$ cat config.mk
export PLATFORM = sky130hd
export DESIGN_NAME = avst_word_assembler
export DESIGN_NICKNAME = d
export VERILOG_FILES = /design/src/rtl/avst_pkg.sv /design/src/rtl/avst_out_reg.sv /design/src/rtl/avst_word_assembler.sv
export SDC_FILE = /design/constraint.sdc
export NUM_CORES = 1
export LEC_CHECK = 0
export ABC_AREA = 1
export CAP_MARGIN = 25
export CORE_MARGIN = 2
export CORE_UTILIZATION = 56
export DETAILED_ROUTE_END_ITERATION = 8
export GPL_ROUTABILITY_DRIVEN = 0
export PLACE_DENSITY = 0.85
export SLEW_MARGIN = 20
export SYNTH_ARGS = -nofsm -noshare
export SYNTH_HDL_FRONTEND = slang
export SYNTH_SLANG_ARGS = --single-unit
$ cat constraint.sdc
create_clock -name clk -period 4.9 [get_ports clk]
set_input_delay 0.98 -clock clk [delete_from_list [all_inputs] [get_ports clk]]
set_output_delay 0.98 -clock clk [all_outputs]
set_load 0.01 [all_outputs]
$ cat src/rtl/avst_pkg.sv
// Shared definitions for the byte-serial Avalon-ST blocks (summing adder and
// its downstream word assembler).
package avst_pkg;

  localparam int AVST_BYTE_W = 8;
  localparam int SUM_BYTES   = 4;

  typedef enum logic {
    COLLECT,
    DISCARD
  } avst_state_e;

endpackage

$ cat src/rtl/avst_out_reg.sv
// Single-entry valid/ready holding register. A load on the same edge as a
// drain replaces the word and keeps valid high, giving back-to-back throughput.
module avst_out_reg
  import avst_pkg::*;
#(
  parameter int WIDTH = 8 * SUM_BYTES
) (
  input  logic             clk,
  input  logic             reset,
  input  logic             load,
  input  logic [WIDTH-1:0] load_data,
  output logic [WIDTH-1:0] data,
  output logic             valid,
  input  logic             ready
);

  // NOTE: sequential state uses non-blocking assignments so every register
  // samples pre-edge values regardless of process evaluation order.
  always_ff @(posedge clk or posedge reset) begin
    if (reset) begin
      data  <= '0;
      valid <= 1'b0;
    end else if (load) begin
      data  <= load_data;
      valid <= 1'b1;
    end else if (valid && ready) begin
      valid <= 1'b0;
    end
  end

endmodule

$ cat src/rtl/avst_word_assembler.sv
// Reassembles MSB-first Avalon-ST byte packets into words, drops packets of
// the wrong length, and keeps good/error packet counters.
module avst_word_assembler
  import avst_pkg::*;
#(
  parameter int BYTES = SUM_BYTES,
  parameter int CNT_W = 16,
  parameter int ERR_W = 8
) (
  input  logic                       clk,
  input  logic                       reset,
  input  logic [AVST_BYTE_W-1:0]     data_in,
  input  logic                       end_in,
  input  logic                       valid_in,
  output logic                       ready_in,
  output logic [AVST_BYTE_W*BYTES-1:0] word_out,
  output logic                       word_valid,
  input  logic                       word_ready,
  output logic                       len_err,
  output logic [CNT_W-1:0]           good_count,
  output logic [ERR_W-1:0]           err_count
);

  localparam int WORD_W = AVST_BYTE_W * BYTES;
  localparam int IDX_W  = (BYTES > 1) ? $clog2(BYTES) : 1;
  localparam logic [IDX_W-1:0] LAST_IDX = IDX_W'(BYTES - 1);

  avst_state_e       state, state_d;
  logic [IDX_W-1:0]  idx, idx_d;
  logic [WORD_W-1:0] shreg, shreg_d, shifted;
  logic              accept, load, bad_end;

  // A discarded packet never produces a word, so it must not be held off by
  // a stalled output register.
  assign ready_in = (state == DISCARD) || !(word_valid && !word_ready);
  assign accept   = valid_in && ready_in;
  assign shifted  = (shreg << AVST_BYTE_W) | WORD_W'(data_in);

  // NOTE: every output of this block gets a default first, so no path can
  // leave a signal unassigned and infer a latch.
  always_comb begin
    state_d = state;
    idx_d   = idx;
    shreg_d = shreg;
    load    = 1'b0;
    bad_end = 1'b0;
    if (accept) begin
      unique case (state)
        COLLECT: begin
          if (end_in) begin
            idx_d   = '0;
            shreg_d = '0;
            if (idx == LAST_IDX) load    = 1'b1;
            else                 bad_end = 1'b1;
          end else if (idx == LAST_IDX) begin
            state_d = DISCARD;
            idx_d   = '0;
            shreg_d = '0;
          end else begin
            idx_d   = idx + IDX_W'(1);
            shreg_d = shifted;
          end
        end
        DISCARD: begin
          if (end_in) begin
            state_d = COLLECT;
            bad_end = 1'b1;
          end
        end
        default: state_d = COLLECT;
      endcase
    end
  end

  always_ff @(posedge clk or posedge reset) begin
    if (reset) begin
      state      <= COLLECT;
      idx        <= '0;
      shreg      <= '0;
      len_err    <= 1'b0;
      good_count <= '0;
      err_count  <= '0;
    end else begin
      state   <= state_d;
      idx     <= idx_d;
      shreg   <= shreg_d;
      len_err <= bad_end;
      if (load) good_count <= good_count + CNT_W'(1);
      if (bad_end && (err_count != '1)) err_count <= err_count + ERR_W'(1);
    end
  end

  avst_out_reg #(
    .WIDTH(WORD_W)
  ) u_out_reg (
    .clk      (clk),
    .reset    (reset),
    .load     (load),
    .load_data(shifted),
    .data     (word_out),
    .valid    (word_valid),
    .ready    (word_ready)
  );

endmodule

==> summary.md <==
| Metric | Value |
|---|---|
| Post-synth cell types | `22` |
| Biggest area consumer among synthesized cells | `dfrtp_1` |
| IO Port Bufs | `71` |
| Syn Area/Cell | `8.16 um^2` |
| Worst path cell trace | `clkdlybuf4s50_1, inv_1, nand3_2, clkdlybuf4s50_1` |
| Worst-Margin Slew | `around 0.86 ns` |
| Fin crit share | `0.636` |
| CP most frequent cell | `clkdlybuf4s50_1` |
| Tot GR Track Use | `0.240` |
| Clock Power Share | `0.289` |
| Logic pwr share | `0.247` |
| Post-Syn Area | `between 0.003 and 0.004 mm^2` |
| Inst Count DP | `approximately 600` |
| Worst Path Arrival | `around 2.1 ns` |
| Clock sink count | `85` |
| CTS tree | `done` |
| Total grt overflow | `0` |
| Post-DP HPWL | `about 5.3 mm` |
| Ys flop type | `dfrtp_1` |
| Sequential-to-total area share from yosys stat | `0.562` |
| Worst path slowest cell | `clkdlybuf4s50_1` |
| Drt drc | `0` |
| Critical Path Sink Type | `primary output` |
| TritonCTS buffer count | `9` |
| RSZ-0062 raised after global routing | `false` |
| Internal power | `between 1000 and 1500 uW` |
| CTS root buf | `clkbuf_8` |
| Ports | `around 70` |
| Worst min path class | `reg2reg` |
| Fraction of registers with async set/reset | `1.00` |
| Die footprint | `0.00744 mm^2` |
| CP max FO | `4` |
| First-pass GRT wire length | `between 10 and 15 mm` |
| Pwr Density | `between 400 and 500 mW/mm^2` |
| Warnings from Yosys | `0` |
| Final setup fails | `0` |
| Clock Latency Late Sink | `roughly 0.35 ns` |
| Min Tclk post-route | `a little over 3 ns` |
| Gate Count Post-Synth | `about 460` |
| Core box area | `0.00646 mm^2` |
| Finished Layout Cells | `between 600 and 700` |
| DR pass1 iterations | `4` |
| H-Tree Depth | `3` |
| Post-synthesis net count | `roughly 480` |
| Psw | `slightly above 600 uW` |
| Antenna fix cells | `0` |
| Post-synth EDFFs | `0` |
| Seq cells post-synth | `85` |
| PostCTS Resize Cnt | `0` |
| Worst Path Buf+Inv | `3` |
| Share of layout cells above drive strength 1 | `0.0540` |
| Final hold vios | `0` |
| Via count | `around 3100` |
| CP startpoint kind | `input pin` |
| Kind of critical path | `in2out` |
| Remaining antenna violation count | `0` |
| Total chip power | `~2100 uW` |
| Sequential Power Share | `0.463` |
| Vias/cell | `slightly above 5` |
| Clock slew at reported path FFs | `0.08 ns` |
| DR iter-0 viols | `about 230` |
| Critical path required time | `slightly below 4 ns` |
| Top cell type's share of synthesized area | `0.562` |
| Top post-synthesis cells by area | `dfrtp_1 (56%), nand2_1 (24%), o21ai_1 (2.5%)` |
| Max incr delay on CP | `around 0.54 ns` |
| Status | `completed` |
| CTS Hold Bufs | `0` |
| Leakage | `0.00235 uW` |
| Clock Skews | `0.00651 ns` |
| Most frequent cell after synthesis | `nand2_1` |
| Maximum VDD drop | `0.284 mV` |
| Fmax | `between 0.3 and 0.4 GHz` |
| Total of max-cap violations | `0` |
| Commonest cells post-synth | `nand2_1 (243), dfrtp_1 (85), nor2_1 (24), inv_1 (21), o21ai_1 (19)` |
| Vias in the first global route | `3206` |
| Slew Limit Fails | `0` |
| Sw frac | `0.300` |
| Top delay family on crit path | `buffers and inverters` |
| Site Rows | `29` |
| Largest net degree at the start of global routing | `53` |
| Initial antenna violation count | `0` |
| Final nets | `about 550` |
| Max Buffers Root-to-Sink | `2` |
| DRT Wirelength | `~8 mm` |
| Die Ht | `86.2 um` |
| Area Growth Syn to Fin | `25.3%` |
| Starting Density | `0.586` |
| Slew headroom | `0.427` |
| Setup repair bufs after CTS | `0` |
| Routed wire per std cell | `between 10 and 15 um` |
| Die X | `around 86 um` |
| Final setup TNS | `0 ns` |
-- stage by stage --
stage / hold WS, ns / setup slack (ns) / util / instance area (um^2)
after floorplan: 0.442 / 1.73 / - / 3790
after global placement: 0.456 / 1.80 / 0.697 / 4500
after detailed placement: 0.464 / 1.78 / 0.697 / 4500
after CTS: 0.486 / 1.78 / 0.735 / 4750
after global routing: 0.506 / 1.75 / 0.735 / 4750
final: 0.480 / 1.79 / 0.735 / 4750
-- path summary, 6_finish.rpt --
check | from | endpoint | slack [ns] | cells after the start
max | word_ready | ready_in | 1.79 | 4
min | shreg[22] | u_out_reg.data[30] | 0.48 | 2
max reg2reg | idx[0] | good_count[9] | 2.70 | 9
min reg2reg | shreg[22] | u_out_reg.data[30] | 0.48 | 2
max in group asynchronous | reset | shreg[19] | 2.85 | 3
min in group asynchronous | reset | u_out_reg.data[3] | 1.05 | 2
-- power groups by stage --
stage / sequential (uW) / combinational [uW] / clock (uW)
global route: 977 / 573 / 635
finish: 956 / 511 / 597
floorplan: 993 / 225 / 0
global placement: 964 / 499 / 0
detailed placement: 967 / 512 / 0
CTS: 957 / 518 / 609
-- layout make-up --
cell class	instances	area, um^2
Sequential cell	85	2130
Fill cell	497	1710
Multi-Input combinational cell	337	1450
Timing Repair Buffer	74	733
Clock buffer	9	124
Clock inverter	7	121
Tap cell	77	96.3
Inverter	25	95.1
-- layer usage --
metal  track usage  wire length, um  up-vias
li1              -                -     1566
met1         0.314             3600     1499
met2         0.402             4010       63
met3        0.0429              275        7
met4        0.0952               95        0
met5             0                0        -
-- flip-flops by register name (all words and copies together), names as in the netlist --
register         count
u_out_reg.valid      1
shreg               24
good_count          16
u_out_reg.data      32
idx                  2
len_err              1
state                1
err_count            8
-- cell usage in the layout (no fill, tap or decap), types with 3 or more instances in the layout --
master | synthesis | final
clkbuf_8 | 0 | 9
ha_1 | 4 | 4
o21ai_0 | 14 | 14
xnor2_1 | 6 | 6
bufinv_16 | 0 | 3
nand3_1 | 9 | 9
nor2_1 | 24 | 24
dfrtp_1 | 85 | 85
inv_1 | 21 | 20
inv_2 | 4 | 4
buf_4 | 5 | 3
nand2_1 | 243 | 243
o21ai_1 | 19 | 19
nand3b_1 | 7 | 7
clkdlybuf4s50_1 | 0 | 71
-- cell families (layout without fill, tap and decap cells) --
logic type | after synthesis | in the layout | share of synthesized area
fa+ha+maj | 4 | 4 | 0.0132
simple gates | 291 | 291 | 0.307
buf+inv | 42 | 115 | 0.0555
flops | 85 | 85 | 0.562
xor+xnor | 7 | 7 | 0.0162
compound gates | 35 | 35 | 0.0469
-- tightest hold or removal path, cell delays in order (launching register included) --
cell,delay [ns]
dfrtp_1,0.35
nand2_1,0.05
nand2_1,0.04
Power figures use the tool's default switching activity.
